===== config.mk =====
export PLATFORM = sky130hd
export DESIGN_NAME = gerenciador_carga
export DESIGN_NICKNAME = d
export VERILOG_FILES = /design/src/rtl/gerenciador_carga_pkg.sv /design/src/rtl/gerenciador_carga_canal.sv /design/src/rtl/gerenciador_carga.sv
export SDC_FILE = /design/constraint.sdc
export NUM_CORES = 1
export LEC_CHECK = 0
export CAP_MARGIN = 30
export CORE_MARGIN = 2
export CORE_UTILIZATION = 62
export DETAILED_ROUTE_END_ITERATION = 6
export PLACE_DENSITY = 0.88
export SLEW_MARGIN = 20
export SYNTH_ARGS = -nofsm -noshare
export SYNTH_HDL_FRONTEND = slang
export SYNTH_SLANG_ARGS = --single-unit

===== constraint.sdc =====
create_clock -name clk -period 13.3 [get_ports clk]
set_clock_uncertainty 0.2 [all_clocks]
set_input_delay 1.995 -clock clk [delete_from_list [all_inputs] [get_ports clk]]
set_output_delay 1.995 -clock clk [all_outputs]
set_load 0.01 [all_outputs]

===== src/rtl/gerenciador_carga_pkg.sv =====
// Shared definitions for the greenhouse load manager: channel state
// encoding, default timing limits and channel index names.
package gerenciador_pkg;

  typedef enum logic [1:0] {
    DESL = 2'd0,
    LIG  = 2'd1,
    RESF = 2'd2
  } estado_t;

  localparam int unsigned MIN_LIG_PADRAO  = 8;
  localparam int unsigned MIN_DESL_PADRAO = 4;

  localparam int unsigned CH_LUZ   = 0;
  localparam int unsigned CH_IRRIG = 1;
  localparam int unsigned CH_UMID  = 2;
  localparam int unsigned CH_TEMP  = 3;

endpackage


===== src/rtl/gerenciador_carga_canal.sv =====
// One load channel: DESL/LIG/RESF state machine with a per-state counter
// that clears on every state entry and saturates at the state's limit.
module canal_carga
  import gerenciador_pkg::*;
#(
  parameter int unsigned MIN_LIG  = MIN_LIG_PADRAO,
  parameter int unsigned MIN_DESL = MIN_DESL_PADRAO,
  parameter int unsigned CNT_W    = 5
) (
  input  logic    clk,
  input  logic    rst_n,
  input  logic    grant,
  input  logic    req,
  input  logic    en_global,
  output estado_t estado,
  output logic    lig,
  output logic    libera
);

  localparam logic [CNT_W-1:0] LIM_LIG  = CNT_W'(MIN_LIG - 1);
  localparam logic [CNT_W-1:0] LIM_DESL = CNT_W'(MIN_DESL - 1);

  estado_t          estado_q, estado_d;
  logic [CNT_W-1:0] cnt_q, cnt_d;
  logic             lig_q;

  // Next state and counter; libera flags a LIG exit happening at this edge.
  always_comb begin
    estado_d = estado_q;
    cnt_d    = cnt_q;
    libera   = 1'b0;
    unique case (estado_q)
      DESL: begin
        if (grant && req && en_global) begin
          estado_d = LIG;
          cnt_d    = '0;
        end
      end
      LIG: begin
        if (!en_global || (!req && (cnt_q >= LIM_LIG))) begin
          estado_d = RESF;
          cnt_d    = '0;
          libera   = 1'b1;
        end else if (cnt_q < LIM_LIG) begin
          cnt_d = cnt_q + 1'b1;
        end
      end
      RESF: begin
        if (cnt_q >= LIM_DESL) begin
          estado_d = DESL;
          cnt_d    = '0;
        end else begin
          cnt_d = cnt_q + 1'b1;
        end
      end
      default: begin
        estado_d = DESL;
        cnt_d    = '0;
      end
    endcase
  end

  // State, counter and registered actuator enable.
  always_ff @(posedge clk or negedge rst_n) begin
    if (!rst_n) begin
      estado_q <= DESL;
      cnt_q    <= '0;
      lig_q    <= 1'b0;
    end else begin
      estado_q <= estado_d;
      cnt_q    <= cnt_d;
      lig_q    <= (estado_d == LIG);
    end
  end

  assign estado = estado_q;
  assign lig    = lig_q;

endmodule


===== src/rtl/gerenciador_carga.sv =====
// Load manager: caps simultaneously enabled loads at MAX_ATIVOS and hands
// free slots to requesting idle channels in round-robin order.
module gerenciador_carga
  import gerenciador_pkg::*;
#(
  parameter int unsigned N_CANAIS   = 4,
  parameter int unsigned MAX_ATIVOS = 2,
  parameter int unsigned MIN_LIG    = MIN_LIG_PADRAO,
  parameter int unsigned MIN_DESL   = MIN_DESL_PADRAO,
  parameter int unsigned CNT_W      = 5
) (
  input  logic                              clk,
  input  logic                              rst_n,
  input  logic                              en_global,
  input  logic [N_CANAIS-1:0]               req,
  output logic [N_CANAIS-1:0]               lig,
  output logic [N_CANAIS-1:0]               pendente,
  output logic [$clog2(N_CANAIS+1)-1:0]     ativos
);

  localparam int unsigned ATV_W = $clog2(N_CANAIS + 1);
  localparam int unsigned PTR_W = (N_CANAIS > 1) ? $clog2(N_CANAIS) : 1;

  estado_t             estado_w [N_CANAIS];
  logic [N_CANAIS-1:0] lig_w, libera_w, grant, cand;
  logic [N_CANAIS-1:0] pendente_q, pendente_d;
  logic [PTR_W-1:0]    ptr_q, ptr_d, idx, ultimo;
  logic [ATV_W-1:0]    ativos_q, ativos_d;
  int unsigned         livre, n_conc, n_lib;

  for (genvar g = 0; g < N_CANAIS; g++) begin : g_canal
    canal_carga #(
      .MIN_LIG  (MIN_LIG),
      .MIN_DESL (MIN_DESL),
      .CNT_W    (CNT_W)
    ) u_canal (
      .clk       (clk),
      .rst_n     (rst_n),
      .grant     (grant[g]),
      .req       (req[g]),
      .en_global (en_global),
      .estado    (estado_w[g]),
      .lig       (lig_w[g]),
      .libera    (libera_w[g])
    );
  end

  // Round-robin grant of free slots from ptr; releases this cycle still
  // occupy their slot because ativos_q only drops at the edge.
  always_comb begin
    grant  = '0;
    cand   = '0;
    ptr_d  = ptr_q;
    idx    = '0;
    ultimo = '0;
    n_conc = 0;
    n_lib  = 0;
    livre  = (MAX_ATIVOS > 32'(ativos_q)) ? (MAX_ATIVOS - 32'(ativos_q)) : 0;
    for (int unsigned i = 0; i < N_CANAIS; i++) begin
      cand[i] = en_global & req[i] & (estado_w[i] == DESL);
      n_lib   = n_lib + 32'(libera_w[i]);
    end
    for (int unsigned k = 0; k < N_CANAIS; k++) begin
      idx = PTR_W'((32'(ptr_q) + k) % N_CANAIS);
      if (cand[idx] && (n_conc < livre)) begin
        grant[idx] = 1'b1;
        n_conc     = n_conc + 1;
        ultimo     = idx;
      end
    end
    if (n_conc != 0) begin
      ptr_d = PTR_W'((32'(ultimo) + 1) % N_CANAIS);
    end
    ativos_d   = ATV_W'(32'(ativos_q) + n_conc - n_lib);
    pendente_d = cand & ~grant;
  end

  // Arbiter pointer, active-load count and pending flags.
  always_ff @(posedge clk or negedge rst_n) begin
    if (!rst_n) begin
      ptr_q      <= '0;
      ativos_q   <= '0;
      pendente_q <= '0;
    end else begin
      ptr_q      <= ptr_d;
      ativos_q   <= ativos_d;
      pendente_q <= pendente_d;
    end
  end

  assign lig      = lig_w;
  assign pendente = pendente_q;
  assign ativos   = ativos_q;

endmodule


* After elaboration in Yosys (flattened, before gate mapping) *
Index checks and enable logic that the tools add are counted.
Widths: inputs -> output; s select.

storage, ports and cells
  bits of input ports = 7
  bits in registers = 41
  word-level logic and storage cells = 201
  output and inout port bits = 11

cells by class
  bitwise gates (word level) = 13
  equality and inequality tests = 20
  add/sub/neg operators = 17
  reductions and logical operators = 38
  order comparisons = 25
  muxes and demuxes = 73

operator list
  operator               count
  $mux 32                4
  $add 32x1->32 const B  3
  $lt 32x32->1           3
  $mux 5                 16
  $pmux 5 s3             4
  $lt 1x32->1 const A    1
  $mux 2                 16
  $reduce_bool 32->1     1
  $pmux 2 s3             4
  $add 5x1->5 const B    4
  $ge 5x2->1 const B     4
  $ge 5x3->1 const B     4
  $logic_and 1x1->1      20
  $lt 5x3->1 const B     4
  $mux 1                 17
  $eq 2x1->1 const B     8
  $mux 4                 4
  $lt 2x3->1 const B     4
  $ne 3x1->1 const B     4
  $or 4x4->4             3
  $and 1x1->1            8
  $bmux 1 s2             4
  $demux 1 s2            4
  $eq 2x2->1 const B     4
  other kinds (17)       38

* Depth between registers and ports, before layout *
  depth in word-level cells = 20
  gate-level depth with buffers = 30
  depth with buffers taken out = 29

* Modules after synthesis *
From an unflattened synthesis, not the netlist that was laid out.

second synthesis, totals
  cell total of the unflattened synthesis = 396
  area, all modules = 3637.2 um^2

by module, submodules not included
  module             times used  cells each  seq. area each (um^2)  area an instance (um^2)
  canal_carga        4           62          200.2                  590.6
  gerenciador_carga  1           148         225.2                  1275.0

* Worst setup path before layout *
No wires, ideal clock.

  path kind = in2reg
  start point = input en_global
  end point = register ativos_q[2], in the netlist ativos[2]
  arrival = 8.112 ns
  cell stages on the path = 25
  setup slack = 4.863 ns
  path through = clkbuf_1 > and4_1 > a31oi_1 > o21a_1 > nor2_1 > ha_1 > ha_1 > nor2_1 > a311o_1 > nand2_1 > o21ai_0 > ha_1 > or4b_1 > or4_1 > a31oi_4 > xor2_1 > fa_1 > inv_1 > fa_1 > fa_1 > fa_1 > xor2_1 > xnor2_1 > xnor2_1 > xnor2_1

on the way
  cells in the longest elaborated chain, start to end = 17
  elaborated cells between the ends (all ways) = 48
  those cells by class = add/sub: 8; order compare: 3; mux: 20; bitwise: 8; reduce/logical: 9

ends and longest elaborated chain
  element                       line                     source
  from (decl)                   gerenciador_carga.sv:14  input logic en_global,
  $and 1x1->1 (2 in a row)      gerenciador_carga.sv:60  cand[i] = en_global & req[i] & (estado_w[i] == DESL);
  $bmux 1 s2                    gerenciador_carga.sv:65  if (cand[idx] && (n_conc < livre)) begin
  $mux 1 (not written as such)  gerenciador_carga.sv:65
  $logic_and 1x1->1             gerenciador_carga.sv:65
  $mux 1                        gerenciador_carga.sv:65
  $lt 32x32->1                  gerenciador_carga.sv:65
  $logic_and 1x1->1             gerenciador_carga.sv:65
  $mux 32                       gerenciador_carga.sv:65
  $lt 32x32->1                  gerenciador_carga.sv:65
  $logic_and 1x1->1             gerenciador_carga.sv:65
  $mux 32                       gerenciador_carga.sv:65
  $lt 32x32->1                  gerenciador_carga.sv:65
  $logic_and 1x1->1             gerenciador_carga.sv:65
  $mux 32                       gerenciador_carga.sv:65
  $add 3x3->3                   gerenciador_carga.sv:74  ativos_d = ATV_W'(32'(ativos_q) + n_conc - n_lib);
  $sub 3x3->3 *                 gerenciador_carga.sv:74
  named net ativos_d[2]         gerenciador_carga.sv:28  logic [ATV_W-1:0] ativos_q, ativos_d;
  to (signal assigned)          gerenciador_carga.sv:86  ativos_q <= ativos_d;
  to (decl)                     gerenciador_carga.sv:28

Mark *: on every way through the listed nets, which the timed path passes. The rest lies on a longest branch. The select of a mux whose other input is x is not followed.
A chain may end at the register's enable or synchronous reset.

* Worst setup path in the final report *
  start point = input req[0]
  end point = register ativos_q[2], in the netlist ativos[2]

on the way
  cells in the longest elaborated chain, start to end = 17
  elaborated cells between the ends (all ways) = 34
  those cells by class = add/sub: 8; order compare: 3; mux: 14; bitwise: 2; reduce/logical: 7

ends and longest elaborated chain
  element                       line                     source
  from (decl)                   gerenciador_carga.sv:15  input logic [N_CANAIS-1:0] req,
  $and 1x1->1 (2 in a row)      gerenciador_carga.sv:60
  $bmux 1 s2                    gerenciador_carga.sv:65
  $mux 1 (not written as such)  gerenciador_carga.sv:65
  $logic_and 1x1->1             gerenciador_carga.sv:65
  $mux 1                        gerenciador_carga.sv:65
  $lt 32x32->1                  gerenciador_carga.sv:65
  $logic_and 1x1->1             gerenciador_carga.sv:65
  $mux 32                       gerenciador_carga.sv:65
  $lt 32x32->1                  gerenciador_carga.sv:65
  $logic_and 1x1->1             gerenciador_carga.sv:65
  $mux 32                       gerenciador_carga.sv:65
  $lt 32x32->1                  gerenciador_carga.sv:65
  $logic_and 1x1->1             gerenciador_carga.sv:65
  $mux 32                       gerenciador_carga.sv:65
  $add 3x3->3                   gerenciador_carga.sv:74
  $sub 3x3->3 *                 gerenciador_carga.sv:74
  named net ativos_d[2]         gerenciador_carga.sv:28

Marked as above.

==> flow_summary.json <==
{
  "avgSynthCellArea_um2": 9.69,
  "n_antenna_cell": 0,
  "hold_path_class": "reg2reg",
  "final.setup.tns_ps": 0,
  "cp-start-kind": "primary input",
  "worstSetupPathType": "in2reg",
  "holdWs_ps": 349,
  "cts-buffers-inserted": 5,
  "syn_inst": 382,
  "worst_skew_pair.late_latency_ps": 300,
  "die_h_um": 81.3,
  "final_hold_viol_count": 0,
  "layout_commonest_cell": "dfrtp_1",
  "grt_pass1_vias": 2937,
  "cpPeakStageDelay_ps": 650,
  "cpMostUsedCell": "fa_1",
  "grt_pass1_wl_mm": 13.9,
  "tightest_slew_ps": 1030,
  "synthArstFlopShare_pct": 100,
  "synth_warnings": 0,
  "cts_setup_buffers": 0,
  "synth_edf_count": 0,
  "cts_max_path_buffers": 2,
  "wl_per_cell_um": 17.3,
  "ys_types": 71,
  "gp_congestion": 0.913,
  "ys.flop_type": "dfrtp_1",
  "area_growth_pct": 9.13,
  "detail-route-antenna-nets": 0,
  "ys_ff_latch": 41,
  "fin_crit_sh_pct": 69.9,
  "cts_resized": 0,
  "drv_cap": 0,
  "drtIter0Drc": 211,
  "routed_wirelength_mm": 8.19,
  "drcViolationCount": 0,
  "vias": 3153,
  "rsz0062_at_grt": "no",
  "drive_gt1_share_pct": 9.82,
  "cts.reportedPaths.clkPinSlew_ps": 80,
  "num_io_pins": 18,
  "worstPathRequired_ps": 13330,
  "hpwl_mm": 6.32,
  "layout_common_cells": "dfrtp_1, ha_1, inv_1",
  "die_x_um": 81.3,
  "cp-end-kind": "flip-flop",
  "status": "finished clean",
  "clock_sink_count": 41,
  "cp.arrival_ps": 9320,
  "antenna_found_initial": 0,
  "syn_area_um2": 3700,
  "grt_max_degree": 42,
  "reg2reg_slack_ps": 5380,
  "io_buffers": 17,
  "std_cell_rows": 28,
  "start_util_pct": 63.3,
  "vdd_ir_drop_max_mv": 0.0354,
  "p_per_area_nw_per_um2": 61.4,
  "layout.nets": 444,
  "setup_viol": 0,
  "final_cell_area_um2": 4040,
  "ctsHoldBuffers": 0,
  "yosysSeqAreaShare_pct": 27.7,
  "fmaxAchievable_ghz": 0.108,
  "overflow": 0,
  "crit_path_top_delay_cell": "clkdlybuf4s50_1",
  "viasPerCell": 6.68,
  "post-route-min-period_ps": 9290,
  "maxSlewViolCount": 0,
  "placed_area_um2": 3900,
  "relSlewSlack_pct": 30.8,
  "core-area_um2": 5850,
  "die_area_um2": 6600,
  "crit_fanout": 9,
  "cts_tree": "done",
  "cts-root-buf": "clkbuf_8",
  "drt_pass1_iterations": 5,
  "p_leak_nw": 1.75,
  "synth_nets": 430,
  "h-tree-depth": 2,
  "grt_usage_pct": 26.8
}
## metrics by stage
step | cells | worst slack (ps) | util [%] | power [W]
6_report | 472 | 4010 | 69.0 | 0.000248
5_1_grt | 472 | 3610 | 69.0 | 0.000257
4_1_cts | 471 | 4030 | 68.7 | 0.000249
3_5_place_dp | 463 | 3740 | 66.7 | 0.000144
3_3_place_gp | 463 | 3970 | 66.7 | 0.000143
2_1_floorplan | 382 | 4860 | - | 0.000135
## flip-flops by register name (all words and copies together), names as in the netlist
name,count
ativos,3
g_canal.u_canal.lig,4
g_canal.u_canal.estado,8
g_canal.u_canal.cnt_q,20
ptr_q,2
pendente,4
## area by class of cell
cell class / instances / area (µm²)
multi-input cells: 298 / 2490
clock inverters: 1 / 30.0
flip-flops and latches: 41 / 1030
fillers: 465 / 1810
well taps: 75 / 93.8
repair buffers: 19 / 193
clock buffers: 7 / 86.3
inverters: 31 / 116
## kinds of logic (layout without fill, tap and decap cells)
family	after synthesis	count (layout)	share of synthesized area [%]
buffers and inverters	43	58	4.90
DFF	41	41	27.7
adders and majority gates	41	41	14.9
xor gates and xnor gates	6	6	1.42
muxes	14	14	5.24
AOI/OAI and AO/OA	118	118	28.3
and+or+nand+nor	119	119	17.6
## critical path: cells and delay by family
family | cells | cell delay, ps
mux | 1 | 500
xor+xnor | 5 | 770
simple gates | 6 | 1500
fa+ha+maj | 7 | 2650
compound gates | 4 | 1190
buf+inv | 2 | 700
## path summary, 6_finish.rpt
kind | startpoint | endpoint | cells after the start
worst max register to register | g_canal[0].u_canal.estado[0] | ativos[2] | 26
worst min register to register | g_canal[3].u_canal.cnt_q[0] | g_canal[3].u_canal.cnt_q[0] | 1
min in group asynchronous | rst_n | g_canal[1].u_canal.cnt_q[2] | 1
worst min-delay path | g_canal[3].u_canal.cnt_q[0] | g_canal[3].u_canal.cnt_q[0] | 1
max in group asynchronous | rst_n | g_canal[0].u_canal.estado[1] | 2
worst max-delay path | req[0] | ativos[2] | 25
## synth_stat cells, drive strengths merged, types with 2 or more instances
cell	instances	area share [%]
a2111oi	2	0.47
a211o	5	1.2
a211oi	17	3.7
a21boi	3	0.61
a21oi	19	3.6
a22o	3	0.71
a2bb2oi	9	2.1
a311o	3	0.81
a31oi	8	1.8
a32o	2	0.54
and2	5	0.85
and3	8	1.4
and4	5	1.2
and4b	2	0.64
buf	7	1.3
clkbuf	5	0.51
dfrtp	41	28
fa	5	2.7
ha	36	12
inv	31	3.1
mux2	8	2.9
mux2i	4	1.1
mux4	2	1.2
nand2	23	2.3
nand2b	5	0.85
nand3	19	2.6
nand3b	3	0.61
nor2	24	2.4
nor3	7	0.95
nor3b	6	1.4
nor4	4	0.68
o2111ai	2	0.47
o211ai	2	0.41
o21a	6	1.2
o21ai	13	1.8
o221ai	3	0.88
o22ai	2	0.34
o311a	4	1.1
o311ai	3	2.1
o31ai	5	1.4
xnor2	4	0.95
xor2	2	0.47
## report_power, final
part           leakage, nW  internal (W)  switching (W)
Combinational         1.13    0.00000633      0.0000105
Clock               0.0585     0.0000612      0.0000447
Sequential           0.553      0.000125    0.000000175
Total                 1.75      0.000193      0.0000553
## layer usage
layer / vias up / GRT usage, % / part of all wire (%)
met4: 0 / 8.64 / 2.0
met5: - / 0 / 0
met3: 16 / 3.56 / 4.8
li1: 1483 / - / -
met1: 1539 / 36.2 / 45
met2: 115 / 44.3 / 49
Note: power is estimated with default switching activity, not from simulation.
